**config.mk**
```make
export PLATFORM = sky130hd
export DESIGN_NAME = config_reg_bank_loader
export DESIGN_NICKNAME = d
export VERILOG_FILES = /design/src/rtl/config_pkg.sv /design/src/rtl/cfg_timeout_counter.sv /design/src/rtl/config_reg_bank_loader.sv
export SDC_FILE = /design/constraint.sdc
export NUM_CORES = 1
export LEC_CHECK = 0
export ABC_AREA = 1
export ABC_CLOCK_PERIOD_IN_PS = 2550
export CORE_AREA = 10 10 164 166
export CTS_CLUSTER_SIZE = 24
export DETAILED_ROUTE_END_ITERATION = 12
export DIE_AREA = 0 0 174 176
export PLACE_DENSITY = 0.39
export SYNTH_ARGS = -nofsm -noshare
export SYNTH_HDL_FRONTEND = slang
export SYNTH_HIERARCHICAL = 1
export SYNTH_SLANG_ARGS = --single-unit
```
**constraint.sdc**
```tcl
create_clock -name clk -period 2.55 [get_ports clk]
set_clock_uncertainty 0.15 [all_clocks]
set_input_delay 0.765 -clock clk [delete_from_list [all_inputs] [get_ports clk]]
set_output_delay 0.765 -clock clk [all_outputs]
set_load 0.02 [all_outputs]
```
**src/rtl/config_pkg.sv**
```systemverilog
`default_nettype none
// ============================================================================
// Package : config_pkg
// Brief   : Shared state encoding and register map for the config bank loader.
// Rev     : 1.0
// ============================================================================
package config_pkg;

    typedef enum logic [1:0] {
        IDLE      = 2'd0,
        RECV_IDX  = 2'd1,
        RECV_DATA = 2'd2,
        FINISH    = 2'd3
    } cfg_state_t;

    // Register map as seen by the sampler/trigger blocks.
    localparam int CFG_CLK_DIV       = 0;
    localparam int CFG_TRIG_LVL      = 1;
    localparam int CFG_PRETRIG_DEPTH = 2;
    localparam int CFG_TRIG_MASK     = 3;

endpackage
`default_nettype wire

```
**src/rtl/cfg_timeout_counter.sv**
```systemverilog
`default_nettype none
// ============================================================================
// Module : cfg_timeout_counter
// Brief  : Inter-byte idle counter; expired_o flags the cycle the limit is hit.
// Rev    : 1.0
// ============================================================================
module cfg_timeout_counter #(
    parameter int TIMEOUT_CYCLES = 1000000
) (
    input  logic clk,
    input  logic rst_n,
    input  logic clear_i,
    input  logic enable_i,
    output logic expired_o
);

    generate
        if (TIMEOUT_CYCLES == 0) begin : g_disabled
            logic unused_inputs;
            assign unused_inputs = ^{clk, rst_n, clear_i, enable_i};
            assign expired_o     = 1'b0;
        end else begin : g_enabled
            localparam int c_cnt_w = $clog2(TIMEOUT_CYCLES + 1);
            localparam logic [c_cnt_w-1:0] c_limit = c_cnt_w'(TIMEOUT_CYCLES - 1);
            localparam logic [c_cnt_w-1:0] c_one   = 1;

            logic [c_cnt_w-1:0] count_q;

            always_ff @(posedge clk or negedge rst_n) begin
                if (!rst_n) begin
                    count_q <= '0;
                end else if (clear_i) begin
                    count_q <= '0;
                end else if (enable_i) begin
                    count_q <= count_q + c_one;
                end
            end

            // Fires while the counter is about to reach the limit, so the
            // caller's state changes on the very edge the limit is reached.
            assign expired_o = enable_i && (count_q == c_limit);
        end
    endgenerate

endmodule
`default_nettype wire

```
**src/rtl/config_reg_bank_loader.sv**
```systemverilog
`default_nettype none
// ============================================================================
// Module : config_reg_bank_loader
// Brief  : Loads NUM_REGS config registers from a UART byte stream (index, MSB-first value).
// Rev    : 1.0
// ============================================================================
module config_reg_bank_loader
    import config_pkg::*;
#(
    parameter int                     NUM_REGS       = 4,
    parameter int                     REG_BYTES      = 2,
    parameter logic [8*REG_BYTES-1:0] RESET_VAL      = '0,
    parameter int                     TIMEOUT_CYCLES = 1000000
) (
    input  logic                              clk,
    input  logic                              rst_n,
    input  logic                              activate_i,
    output logic                              done_o,
    output logic                              error_o,
    input  logic [7:0]                        rx_data_i,
    input  logic                              rx_ready_i,
    output logic [NUM_REGS*8*REG_BYTES-1:0]   cfg_regs_o,
    output logic [NUM_REGS-1:0]               cfg_update_o
);

    localparam int               c_reg_w     = 8 * REG_BYTES;
    localparam logic [2:0]       c_last_byte = 3'(REG_BYTES - 1);
    localparam logic [8:0]       c_num_regs  = 9'(NUM_REGS);

    cfg_state_t           state_q, state_d;
    logic [7:0]           idx_q, idx_d;
    logic [2:0]           cnt_q, cnt_d;
    logic [c_reg_w-1:0]   shadow_q, shadow_d;
    logic                 err_q, err_d;

    logic                 w_in_recv;
    logic                 w_expired;
    logic                 w_bad_idx;
    logic                 w_commit;
    logic [c_reg_w-1:0]   w_value;

    assign w_in_recv = (state_q == RECV_IDX) || (state_q == RECV_DATA);
    assign w_bad_idx = ({1'b0, idx_q} >= c_num_regs);
    assign w_value   = (shadow_q << 8) | c_reg_w'(rx_data_i);

    cfg_timeout_counter #(
        .TIMEOUT_CYCLES (TIMEOUT_CYCLES)
    ) u_timeout (
        .clk       (clk),
        .rst_n     (rst_n),
        .clear_i   (!w_in_recv || rx_ready_i),
        .enable_i  (w_in_recv && !rx_ready_i),
        .expired_o (w_expired)
    );

    always_ff @(posedge clk or negedge rst_n) begin
        if (!rst_n) begin
            state_q  <= IDLE;
            idx_q    <= '0;
            cnt_q    <= '0;
            shadow_q <= '0;
            err_q    <= 1'b0;
        end else begin
            state_q  <= state_d;
            idx_q    <= idx_d;
            cnt_q    <= cnt_d;
            shadow_q <= shadow_d;
            err_q    <= err_d;
        end
    end

    // Abort (activate low) beats everything; an arriving byte beats timeout.
    always_comb begin
        state_d  = state_q;
        idx_d    = idx_q;
        cnt_d    = cnt_q;
        shadow_d = shadow_q;
        err_d    = err_q;
        w_commit = 1'b0;
        case (state_q)
            IDLE: begin
                err_d = 1'b0;
                if (activate_i) begin
                    state_d = RECV_IDX;
                end
            end
            RECV_IDX: begin
                if (!activate_i) begin
                    state_d = IDLE;
                end else if (rx_ready_i) begin
                    idx_d    = rx_data_i;
                    cnt_d    = '0;
                    shadow_d = '0;
                    state_d  = RECV_DATA;
                end else if (w_expired) begin
                    err_d   = 1'b1;
                    state_d = FINISH;
                end
            end
            RECV_DATA: begin
                if (!activate_i) begin
                    state_d = IDLE;
                end else if (rx_ready_i) begin
                    shadow_d = w_value;
                    cnt_d    = cnt_q + 3'd1;
                    if (cnt_q == c_last_byte) begin
                        state_d  = FINISH;
                        err_d    = w_bad_idx;
                        w_commit = !w_bad_idx;
                    end
                end else if (w_expired) begin
                    err_d   = 1'b1;
                    state_d = FINISH;
                end
            end
            FINISH: begin
                if (!activate_i) begin
                    state_d = IDLE;
                end
            end
            default: state_d = IDLE;
        endcase
    end

    assign done_o  = (state_q == FINISH);
    assign error_o = (state_q == FINISH) && err_q;

    generate
        for (genvar gi = 0; gi < NUM_REGS; gi++) begin : g_regs
            logic               w_we;
            logic [c_reg_w-1:0] reg_q;
            logic               upd_q;

            assign w_we = w_commit && (idx_q == 8'(gi));

            always_ff @(posedge clk or negedge rst_n) begin
                if (!rst_n) begin
                    reg_q <= RESET_VAL;
                    upd_q <= 1'b0;
                end else begin
                    upd_q <= w_we;
                    if (w_we) begin
                        reg_q <= w_value;
                    end
                end
            end

            assign cfg_regs_o[gi*c_reg_w +: c_reg_w] = reg_q;
            assign cfg_update_o[gi]                  = upd_q;
        end
    endgenerate

endmodule
`default_nettype wire

```
Yosys cells after proc, flatten, opt, wreduce, memory -nomap -nowiden
Cells that the tools add are included.

Flip-flop bits (word level): 110. Bits in latches: 0. Memory bits (writable): 0. Memory bits (read-only): 0. Input port bits: 12. Memories: 0.

Add/subtract/negate cells: 2. Multiply operators: 0. Div/mod/pow operators: 0. Magnitude comparators: 1. Equality and inequality tests: 17. Shifts and indexed selects: 0. Muxes and demuxes: 32. Bitwise gates (word level): 1. Reductions and logical operators: 21.

Operators by type and width (count): $mux 20 (2); $mux 8 (4); $add 20x1->20 const B (1); $eq 20x20->1 const B (1); $eq 8x2->1 const B (2); $mux 2 (8); $or 16x8->16 (1); $pmux 8 s2 (1); $ne 2x2->1 const B (7); $mux 3 (4); $mux 1 (10); $reduce_and 5->1 (2); $eq 8x1->1 const B (1); $ge 8x3->1 const B (1); $logic_not 8->1 (1); $pmux 2 s4 (1); $logic_and 1x1->1 (7); $pmux 3 s2 (1); $reduce_and 3->1 (2); $eq 2x2->1 const B (2); $ne 4x3->1 const B (1); $reduce_bool 2->1 (2); $add 3x1->3 const B (1); $eq 3x1->1 const B (1); other kinds (7) (10).

Logic depth before layout (Yosys ltp)
Gate-level depths: netlist of the first run.

Word-level depth: 8. Depth in mapped cells: 13. Depth with buffers taken out: 13.

Cells and area by module
The synthesis of the first run kept the hierarchy.

Modules (own cells, without submodules): config_reg_bank_loader (times used 1, cells each 573, area each 4569.4 um^2); cfg_timeout_counter (times used 1, cells each 166, area each 1214.9 um^2).

Worst setup path after synthesis of the first run
Ideal clock, no wire load.

Path type: input -> register. Start point: input port rx_ready_i. End point: register u_timeout.g_enabled.count_q[4]. Arrival time: 1.822 ns. Data required time: 2.287 ns. Slack: 0.466 ns. Stages: 9. Path buffers: 1. Cell sequence: nor2_1 inv_1 nor2_2 buf_6 nor2_4 a21oi_1 nor2_1 nand2_1 inv_1.

Word-level cells in the longest chain between the ends: 3. Elaborated cells on any way between the ends: 5. Classes of those cells: 1 x mux; 4 x reduce/logical.

RTL lines: from (decl) (line config_reg_bank_loader.sv:21) `input logic rx_ready_i,`; $logic_not 1->1 (line config_reg_bank_loader.sv:52) `.enable_i (w_in_recv && !rx_ready_i),`; $logic_and 1x1->1 (line config_reg_bank_loader.sv:52); $reduce_bool 2->1 (no line); to (signal assigned) (line cfg_timeout_counter.sv:35) `count_q <= count_q + c_one;`; to (decl) (line cfg_timeout_counter.sv:27) `logic [c_cnt_w-1:0] count_q;`.

Parallel ways exist; a longest one is shown, timed or not. A chain may end at the register's enable or synchronous reset.

Worst setup path in the final report of the first run
Start point: register state_q[0]. End point: output port error_o.

Word-level cells in the longest chain between the ends: 2.

RTL lines: from (decl) (line config_reg_bank_loader.sv:30) `cfg_state_t state_q, state_d;`; from (signal assigned) (line config_reg_bank_loader.sv:64) `state_q <= state_d;`; $eq 2x2->1 (line config_reg_bank_loader.sv:126) `assign error_o = (state_q == FINISH) && err_q;`; $logic_and 1x1->1 (line config_reg_bank_loader.sv:126); to (decl) (line config_reg_bank_loader.sv:19) `output logic error_o,`.

No other way between the ends.

==> results of run 1 <==
==> report_power, final <==
part,internal (mW),switching [mW]
Clock,0.872,0.718
Combinational,0.371,0.868
Sequential,1.87,0.102
Total,3.11,1.69
==> cells by family after synthesis <==
| family | count (synthesis) |
|---|---|
| compound gates | 41 |
| simple gates | 363 |
| xor+xnor | 2 |
| flops | 110 |
| buf+inv | 215 |
| fa+ha+maj | 8 |
==> worst min path at each step <==
stage | start | end | slack [ps] | depth (start not counted)
2_1_floorplan | idx_q[3]$_DFFE_PN0P_ | idx_q[3]$_DFFE_PN0P_ | 300 | 2
3_3_place_gp | idx_q[3]$_DFFE_PN0P_ | idx_q[3]$_DFFE_PN0P_ | 330 | 2
3_5_place_dp | idx_q[2]$_DFFE_PN0P_ | idx_q[2]$_DFFE_PN0P_ | 330 | 2
4_1_cts | idx_q[2]$_DFFE_PN0P_ | idx_q[2]$_DFFE_PN0P_ | 350 | 2
5_1_grt | rst_n | u_timeout/g_enabled.count_q[4]$_DFFE_PN0P_ | 350 | 2
6_report | rst_n | u_timeout/g_enabled.count_q[4]$_DFFE_PN0P_ | 300 | 2
==> sequential cells by signal, summed over array words and instances, names as in the netlist <==
register,count
g_regs.reg_q,64
cnt_q,3
idx_q,8
u_timeout/g_enabled.count_q,20
state_q,2
g_regs.upd_q,4
shadow_q,8
err_q,1
==> area by class of cell <==
class / instances / area, um2 / share of cell area, %
well taps: 324 / 405 / 5.52
multi-input cells: 414 / 2120 / 28.8
flip-flops and latches: 110 / 2750 / 37.5
inverters: 182 / 683 / 9.31
clock buffers: 10 / 229 / 3.12
repair buffers: 108 / 1060 / 14.4
clock inverters: 6 / 93.8 / 1.28
==> cells in the mapped netlist, types with 2 or more instances <==
master    count  area share, %
nor2_4        6            1.2
o22ai_1       9           0.97
nor2_1       35            2.3
dfrtp_1     110             48
nor3_1       11           0.95
buf_6         7            1.4
nand3_2       3           0.52
o21ai_0      17            1.5
nand3_1      17            1.5
nor2_8        2           0.69
nand3_4       4            1.2
nor2_2        8           0.87
nand2_1     196             13
ha_1          8            1.7
buf_2        14            1.2
inv_1       179             12
clkbuf_1      4           0.26
nor4_1        3           0.32
a21oi_1      10           0.87
o21ai_1       3           0.26
nand3b_1      2           0.26
nand2_2       5           0.54
inv_2         2           0.13
buf_4         7           0.91
nand4_1      69            7.5
==> per-stage QoR <==
stage	hold WS, ps	utilization (%)
floorplan	304	-
global placement	326	29.5
detailed placement	330	29.5
CTS	349	30.8
global route	352	30.8
finish	297	30.8
==> metal layers <==
layer / global-route usage (%) / vias up
li1: - / 2445
met1: 15.4 / 2079
met2: 16.2 / 78
met3: 2.61 / 19
met4: 4.20 / 0
met5: 0 / -
==> layout by cell type, fill, tap and decap left out, types with 5 or more instances in the layout <==
cell type	n
o22ai_1	9
clkdlybuf4s50_1	78
ha_1	8
clkbuf_16	9
o21ai_0	17
nor2_2	8
dfrtp_1	110
nand2_1	196
nor2_4	6
buf_4	24
nand2_2	5
nor2_1	35
nand3_1	17
nand4_1	69
a21oi_1	10
inv_1	179
nor3_1	11
==> repair_timing <==
action	CTS	global route
setup endpoints to repair	2	0
endpoints found under the hold margin	0	0
gates resized for setup	2	0
buffers inserted	0	0
==> worst register-to-register path, cell delays in order, from the launching register on <==
cell and delay, ps:
dfrtp_1 410, inv_1 110, ha_1 290, inv_1 50, nor2_1 220, nand4_1 130
nand3b_1 160, nor2_1 200, inv_1 80, nand3_1 110, nand3_1 70, nand2_1 70
nand3_1 70, nand2_1 50
==> impl_metrics.env, run 1 <==
export IMPL_outcome="complete, no violations"
export IMPL_dr_wl_met2_um=7080
export IMPL_max_cap_viol_count=0
export IMPL_syn_inst=739
export IMPL_clk_pin_slew_ps=80
export IMPL_avgSynthCellArea_um2=7.83
export IMPL_fmax_ghz=0.420
export IMPL_yosysWarnings=6
export IMPL_hold_buffers=0
export IMPL_synthXorXnorAreaFrac_pct=0.303
export IMPL_overflow=0
export IMPL_p_total_mw=4.80
export IMPL_worstSkewPairLatency_ps=370
export IMPL_r2r_cells=13
export IMPL_nNetsFinal=845
export IMPL_detailedPlace_worstSlack_ps=-87.8
export IMPL_synth_simple_area_share_pct=30.7
export IMPL_final_area_mm2=0.00734
export IMPL_cp_num_buf_inv=2
export IMPL_ys_seq_area_share_pct=47.6
export IMPL_r2r_start="state_q[0]$_DFFE_PN0P_"
export IMPL_finalWirelength_um=16600
export IMPL_drc=0
export IMPL_grt_usage_pct=11.1
export IMPL_setup_viol=0
export IMPL_worst_slew_pin_slew_ps=643
export IMPL_syn_area_mm2=0.00578
export IMPL_initial_core_util_pct=24.3
export IMPL_setup_worst_path_start="state_q[0]$_DFFE_PN0P_"
export IMPL_numCtsBuffers=9
export IMPL_worstSetupPathType="flip-flop to output port"
export IMPL_synth_cell_type_count=33
export IMPL_max_stage_delay_ps=420
export IMPL_stdcell_count=1154
export IMPL_critPathCapture="error_o"
export IMPL_cp_arrival_ps=1460
export IMPL_leakagePower_nw=3.67
export IMPL_fin_ws_ps=171
export IMPL_met3RoutedLength_um=892
export IMPL_worstHoldPathType="primary input to asynchronous set/reset pin"
export IMPL_peakVddDrop_uv=235
export IMPL_place_gp_congestion=0.731
export IMPL_critPathRequiredTime_ps=1640
export IMPL_postRouteAntennaNets=0
export IMPL_grt_pass1_vias=4485
export IMPL_fin_crit_sh_pct=93.3
export IMPL_htree_num_levels=3
export IMPL_synth_edf_count=0
export IMPL_wl_met1_um=8400
export IMPL_crit_family="flip-flops"
export IMPL_port_buffers=81
export IMPL_slew_violations=0
export IMPL_syn_nets=759
export IMPL_ff2ff_setup_slack_ps=310
export IMPL_dieArea_mm2=0.0306
export IMPL_num_fill_cells=2604
export IMPL_highest_layer="met4"
export IMPL_drive_gt1_share_pct=9.04
export IMPL_crit_chain="ha_1 > nand2_1 > inv_1 > dlygate4sd2_1"
export IMPL_crit_cells=4
export IMPL_cts_tree="yes"
export IMPL_synth_top_family_by_area="simple AND/OR/NAND/NOR gates"
export IMPL_pin_count=82
export IMPL_num_rows=57
export IMPL_grt_pass1_wl_um=26700
export IMPL_die_height_um=176
export IMPL_syn_to_final_growth_pct=26.9
export IMPL_rsz0062_at_grt="no"
export IMPL_synth_compound_area_share_pct=3.83
export IMPL_cts_path_max_buffers=2
export IMPL_synth_fa_ha_area_share_pct=1.73
export IMPL_period_minus_slack_ps=2380
export IMPL_synth_mux_area_share_pct=0
export IMPL_antenna_found_initial=0
export IMPL_numClockSinks=110
export IMPL_fin_tns_setup_ps=0
export IMPL_dp_cells=1138
export IMPL_async_flop_share_pct=100
export IMPL_r2r_end="state_q[1]$_DFFE_PN0P_"
export IMPL_clock_root_buffer="clkbuf_16"
export IMPL_design_core_area_mm2=0.0238
export IMPL_hold_viol=0
export IMPL_ys_flop_type="dfrtp_1"
export IMPL_wire_per_inst_um=14.4
export IMPL_die_w_um=174
export IMPL_hpwl_um=11700
export IMPL_via_count=4621
export IMPL_crit_slowest_cell="dfrtp_1"
export IMPL_place_area_mm2=0.00702
export IMPL_drt_pre_antenna_iters=5
export IMPL_start_kind="flip-flop"
export IMPL_synth_seq_cells=110
export IMPL_end_kind="output port"
export IMPL_worstPathMaxFanout=4
export IMPL_relSlewSlack_pct=57.1
export IMPL_diodes=0
export IMPL_power_density_mw_per_mm2=654
export IMPL_vias_per_cell=4.00
export IMPL_drt_iter0_drc=331
export IMPL_grt_max_degree=111
(Power assumes the default switching activity.)
==> run 2: changes to the inputs <==
--- a/config.mk
+++ b/config.mk
@@ -7,5 +7,5 @@
 export LEC_CHECK = 0
 export ABC_AREA = 1
-export ABC_CLOCK_PERIOD_IN_PS = 2550
+export ABC_CLOCK_PERIOD_IN_PS = 3000
 export CORE_AREA = 10 10 164 166
 export CTS_CLUSTER_SIZE = 24
@@ -13,4 +13,5 @@
 export DIE_AREA = 0 0 174 176
 export PLACE_DENSITY = 0.39
+export SETUP_SLACK_MARGIN = 0.3
 export SYNTH_ARGS = -nofsm -noshare
 export SYNTH_HDL_FRONTEND = slang
==> constraint.sdc (replaced) <==
create_clock -name clk -period 3 [get_ports clk]
set_clock_uncertainty 0.15 [all_clocks]
set_input_delay 0.45 -clock clk [delete_from_list [all_inputs] [get_ports clk]]
set_output_delay 0.45 -clock clk [all_outputs]
set_load 0.02 [all_outputs]
==> impl_metrics.env, run 2 (same netlist as run 1, synthesis figures left out) <==
export IMPL_place_gp_congestion=0.745
export IMPL_relSlewSlack_pct=40.8
export IMPL_nNetsFinal=833
export IMPL_cts_resized=0
export IMPL_cp_num_buf_inv=2
export IMPL_crit_cells=4
export IMPL_antenna_found_initial=0
export IMPL_rsz0062_at_grt="no"
export IMPL_largest_reg_flops=64
export IMPL_worst_slew_pin_slew_ps=888
export IMPL_drive_gt1_share_pct=7.70
export IMPL_numClockSinks=110
export IMPL_hpwl_um=12000
export IMPL_setup_worst_path_start="state_q[1]$_DFFE_PN0P_"
export IMPL_vias_per_cell=4.04
export IMPL_hold_viol=0
export IMPL_leakagePower_nw=3.58
export IMPL_numCtsBuffers=9
export IMPL_drt_iter0_drc=315
export IMPL_num_rows=57
export IMPL_max_cap_viol_count=0
export IMPL_port_buffers=81
export IMPL_pin_count=82
export IMPL_final_area_mm2=0.00722
export IMPL_overflow=0
export IMPL_wire_per_inst_um=14.7
export IMPL_start_kind="flip-flop"
export IMPL_end_kind="output port"
export IMPL_fmax_ghz=0.432
export IMPL_reg_top3="g_regs.reg_q: 64 flops, u_timeout/g_enabled.count_q: 20 flops"
export IMPL_worstSetupPathType="flip-flop to output port"
export IMPL_drc=0
export IMPL_diodes=0
export IMPL_grt_pass1_wl_um=26900
export IMPL_worstPathMaxFanout=4
export IMPL_crit_family="buffers and inverters"
export IMPL_period_minus_slack_ps=2320
export IMPL_cp_arrival_ps=1720
export IMPL_ff2ff_setup_slack_ps=740
export IMPL_clk_pin_slew_ps=80
export IMPL_fin_crit_sh_pct=77.2
export IMPL_worstHoldPathType="flip-flop to flip-flop"
export IMPL_r2r_cells=14
export IMPL_final_common_cell="nand2_1"
export IMPL_postRouteAntennaNets=0
export IMPL_cts_path_max_buffers=2
export IMPL_htree_num_levels=3
export IMPL_top_register="g_regs.reg_q"
export IMPL_drt_pre_antenna_iters=5
export IMPL_via_count=4612
export IMPL_use_met1_pct=15.5
export IMPL_max_stage_delay_ps=590
export IMPL_place_area_mm2=0.00690
export IMPL_power_density_mw_per_mm2=546
export IMPL_die_w_um=174
export IMPL_crit_chain="ha_1 > nand2_1 > inv_1 > clkdlybuf4s50_1"
export IMPL_syn_to_final_growth_pct=24.9
export IMPL_grtUsageMet3_pct=2.41
export IMPL_fin_tns_setup_ps=0
export IMPL_design_core_area_mm2=0.0238
export IMPL_cts_tree="yes"
export IMPL_grt_busiest_layer="met2"
export IMPL_crit_slowest_cell="clkdlybuf4s50_1"
export IMPL_grt_usage_pct=11.2
export IMPL_r2r_start="state_q[0]$_DFFE_PN0P_"
export IMPL_slew_violations=0
export IMPL_worstSkewPairLatency_ps=360
export IMPL_critPathCapture="error_o"
export IMPL_grt_pass1_vias=4592
export IMPL_outcome="complete, no violations"
export IMPL_dieArea_mm2=0.0306
export IMPL_finalWirelength_um=16800
export IMPL_clock_root_buffer="clkbuf_16"
export IMPL_met2_usage_pct=16.6
export IMPL_setup_viol=0
export IMPL_peakVddDrop_uv=198
export IMPL_critPathRequiredTime_ps=2400
export IMPL_die_height_um=176
export IMPL_r2r_end="state_q[1]$_DFFE_PN0P_"
export IMPL_min_delay_start="idx_q[2]$_DFFE_PN0P_"
export IMPL_grt_max_degree=54
export IMPL_final_cell_mix="196 x nand2_1, 179 x inv_1, 110 x dfrtp_1"
export IMPL_initial_core_util_pct=24.3
-- run 2: changes by cell type in the layout (fill, tap and decap cells not counted) --
cell,change
bufinv_16,-1
clkinv_4,-1
buf_4,-11
inv_6,+2
clkinvlp_4,+1
clkdlybuf4s50_1,+2
clkbuf_1,-1
buf_12,-2
clkinv_8,+1
dlygate4sd3_1,+1
clkinv_2,-1
dlygate4sd2_1,-2
-- run 2: worst min path at each step --
stage / endpoint / slack, ps / depth (start not counted)
2_1_floorplan: cnt_q[0]$_DFFE_PN0P_ / 4 / 0
3_3_place_gp: u_timeout/g_enabled.count_q[5]$_DFFE_PN0P_ / 320 / 1
3_5_place_dp: u_timeout/g_enabled.count_q[5]$_DFFE_PN0P_ / 320 / 1
4_1_cts: idx_q[2]$_DFFE_PN0P_ / 360 / 2
5_1_grt: idx_q[3]$_DFFE_PN0P_ / 370 / 2
6_report: idx_q[2]$_DFFE_PN0P_ / 350 / 2
-- run 2: area by class of cell --
cell class | instances | area (um2)
clock buffer | 9 | 225
multi-input combinational | 414 | 2120
sequential | 110 | 2750
inverter | 182 | 683
tap | 324 | 405
clock inverter | 7 | 91.3
timing repair buffer | 96 | 948
fill | 2551 | 16600
-- run 2: where the power goes --
group	switching, mW	internal [mW]
logic	0.716	0.249
registers	0.0862	1.59
clock network	0.634	0.670
-- run 2: what timing repair did --
item / CTS / global route
hold buffers: 1 / 0
endpoints found under the hold margin: 35 / 0
endpoints found under the setup margin: 0 / 0
setup buffers: 0 / 0
-- run 2: routing by layer --
metal / vias to the layer above / share of wire, %
met4: 0 / 2.0
li1: 2422 / -
met3: 17 / 4.2
met5: - / 0
met2: 77 / 42
met1: 2096 / 52
-- run 2: worst register-to-register path, stage by stage (launching register included) --
cell,delay [ps]
dfrtp_1,410
inv_1,110
ha_1,280
inv_1,40
nor2_1,90
buf_4,160
nand4_1,90
nand3b_1,170
nor2_1,210
inv_1,90
nand3_1,110
nand3_1,70
nand2_1,70
nand3_1,70
nand2_1,60
-- run 2: stage by stage --
stage               utilization (%)  power, mW  setup slack [ps]  std cells  hold slack (ps)
CTS                            30.3       4.02               641       1142              361
finish                         30.3       3.94               683       1142              347
global placement               29.0       2.68               572       1125              321
global route                   30.3       4.19               407       1142              373
floorplan                         -       2.39               930        739             4.41
detailed placement             29.0       2.69               508       1125              321
==> run 3: changes to the inputs <==
ABC_CLOCK_PERIOD_IN_PS = 2200   (was 3000)
clock period = 2.2 ns   (was 3 ns; I/O delays follow)
==> impl_metrics.env, run 3 (same netlist as run 1, synthesis figures left out) <==
export IMPL_place_area_mm2=0.00705
export IMPL_die_height_um=176
export IMPL_ff2ff_setup_slack_ps=200
export IMPL_start_kind="flip-flop"
export IMPL_p_total_mw=5.95
export IMPL_hold_worst_slack_ps=343
export IMPL_worstSkewPairLatency_ps=360
export IMPL_design_core_area_mm2=0.0238
export IMPL_worst_slew_pin_slew_ps=641
export IMPL_largest_reg_flops=64
export IMPL_port_buffers=81
export IMPL_initial_core_util_pct=24.3
export IMPL_grt_usage_pct=11.6
export IMPL_max_cap_viol_count=0
export IMPL_hpwl_um=12000
export IMPL_antenna_found_initial=0
export IMPL_drc=0
export IMPL_wire_per_inst_um=15.3
export IMPL_drt_pre_antenna_iters=5
export IMPL_place_gp_congestion=0.735
export IMPL_cts_path_max_buffers=2
export IMPL_vias_per_cell=4.14
export IMPL_worstHoldPathType="flip-flop to flip-flop"
export IMPL_grt_max_degree=111
export IMPL_via_count=4904
export IMPL_fin_crit_sh_pct=91.1
export IMPL_final_cell_mix="192 x nand2_1, 173 x inv_1, 110 x dfrtp_1"
export IMPL_num_fill_cells=2612
export IMPL_top_register="g_regs.reg_q"
export IMPL_drt_iter0_drc=275
export IMPL_cts_tree="yes"
export IMPL_diodes=0
export IMPL_clk_pin_slew_ps=80
export IMPL_rsz0062_at_grt="yes"
export IMPL_pin_count=82
export IMPL_worstSetupPathType="flip-flop to flip-flop"
export IMPL_worstPathMaxFanout=6
export IMPL_postRouteAntennaNets=0
export IMPL_setup_viol=0
export IMPL_finalWirelength_um=18100
export IMPL_power_density_mw_per_mm2=752
export IMPL_drive_gt1_share_pct=15.6
export IMPL_hold_viol=0
export IMPL_cp_arrival_ps=2110
export IMPL_numCtsBuffers=9
export IMPL_outcome="complete, no violations"
export IMPL_overflow=0
export IMPL_syn_to_final_growth_pct=36.9
export IMPL_peakVddDrop_uv=392
export IMPL_grt_pass1_wl_um=28100
export IMPL_fmax_ghz=0.499
export IMPL_relSlewSlack_pct=57.3
export IMPL_period_minus_slack_ps=2000
export IMPL_slew_violations=0
export IMPL_htree_num_levels=3
export IMPL_final_common_cell="nand2_1"
export IMPL_critPathRequiredTime_ps=2300
export IMPL_die_w_um=174
export IMPL_final_area_mm2=0.00792
export IMPL_clock_root_buffer="clkbuf_16"
export IMPL_num_rows=57
export IMPL_numClockSinks=110
export IMPL_dieArea_mm2=0.0306
export IMPL_reg_top3="g_regs.reg_q: 64 flops, u_timeout/g_enabled.count_q: 20 flops"
export IMPL_end_kind="flip-flop"
export IMPL_leakagePower_nw=3.84
export IMPL_nNetsFinal=876
export IMPL_grt_pass1_vias=4771
[run 3: cell types whose count changed in the layout (fill, tap and decap cells not counted), sizes merged]
| cell | previous run | this run |
|---|---|---|
| clkdlybuf4s50 | 80 | 60 |
| clkinv | 3 | 2 |
| dlymetal6s2s | 0 | 14 |
| buf | 15 | 52 |
| clkbuf | 9 | 13 |
| nand3 | 24 | 28 |
| dlygate4sd2 | 0 | 4 |
| inv | 184 | 185 |
[run 3: through the flow]
stage	util, %	TNS (ps)	setup slack (ps)	cells
4_1_cts	31.6	0	137	1165
3_3_place_gp	29.6	-235	-122	1140
5_1_grt	33.2	0	16.6	1185
3_5_place_dp	29.6	-276	-136	1140
6_report	33.2	0	196	1185
2_1_floorplan	-	0	304	739
[run 3: path summary, 6_finish.rpt]
| path | start | endpoint | depth (start not counted) |
|---|---|---|---|
| min in group asynchronous | rst_n | g_regs[3].reg_q[5]$_DFFE_PN0P_ | 3 |
| max in group asynchronous | rst_n | g_regs[2].reg_q[14]$_DFFE_PN0P_ | 3 |
| worst min register to register | idx_q[3]$_DFFE_PN0P_ | idx_q[3]$_DFFE_PN0P_ | 2 |
| worst max register to register | state_q[0]$_DFFE_PN0P_ | u_timeout/g_enabled.count_q[2]$_DFFE_PN0P_ | 11 |
| worst max-delay path | state_q[0]$_DFFE_PN0P_ | u_timeout/g_enabled.count_q[2]$_DFFE_PN0P_ | 11 |
| worst min-delay path | idx_q[3]$_DFFE_PN0P_ | idx_q[3]$_DFFE_PN0P_ | 2 |
[run 3: critical path: stages, from the launching register on]
cell and delay [ps]:
dfrtp_1 380, inv_2 60, ha_4 270, inv_4 40, nor2_4 150, buf_4 140, inv_2 40, nor2_4 230
inv_4 110, buf_4 150, a21oi_1 120, nor3_1 60
[run 3: area by class of cell]
| cell class | count | area, um2 | area share (%) |
|---|---|---|---|
| Clock buffer | 9 | 225 | 2.84 |
| Clock inverter | 7 | 98.8 | 1.25 |
| Inverter | 182 | 688 | 8.69 |
| Multi-Input combinational cell | 418 | 2310 | 29.2 |
| Sequential cell | 110 | 2750 | 34.8 |
| Tap cell | 324 | 405 | 5.12 |
| Timing Repair Buffer | 135 | 1430 | 18.1 |
[run 3: metal layers]
metal / GRT usage (%) / share of wire (%) / vias up / wire length, um
met4: 2.35 / 0.95 / 0 / 173
li1: - / - / 2525 / -
met2: 19.1 / 48 / 78 / 8670
met5: 0 / 0 / - / 0
met1: 15.1 / 47 / 2293 / 8510
met3: 3.29 / 4.3 / 8 / 776
[run 3: report_power, final]
part / internal (mW) / switching (mW)
clock: 0.929 / 0.897
combinational: 0.651 / 1.19
sequential: 2.16 / 0.120
[run 3: what timing repair did]
item | CTS | global route
hold buffers | 1 | 0
buffers inserted | 6 | 14
gates cloned | 2 | 6
resized for setup | 34 | 48
endpoints found under the hold margin | 110 | 0
pin swaps | 15 | 27
endpoints found under the setup margin | 37 | 116
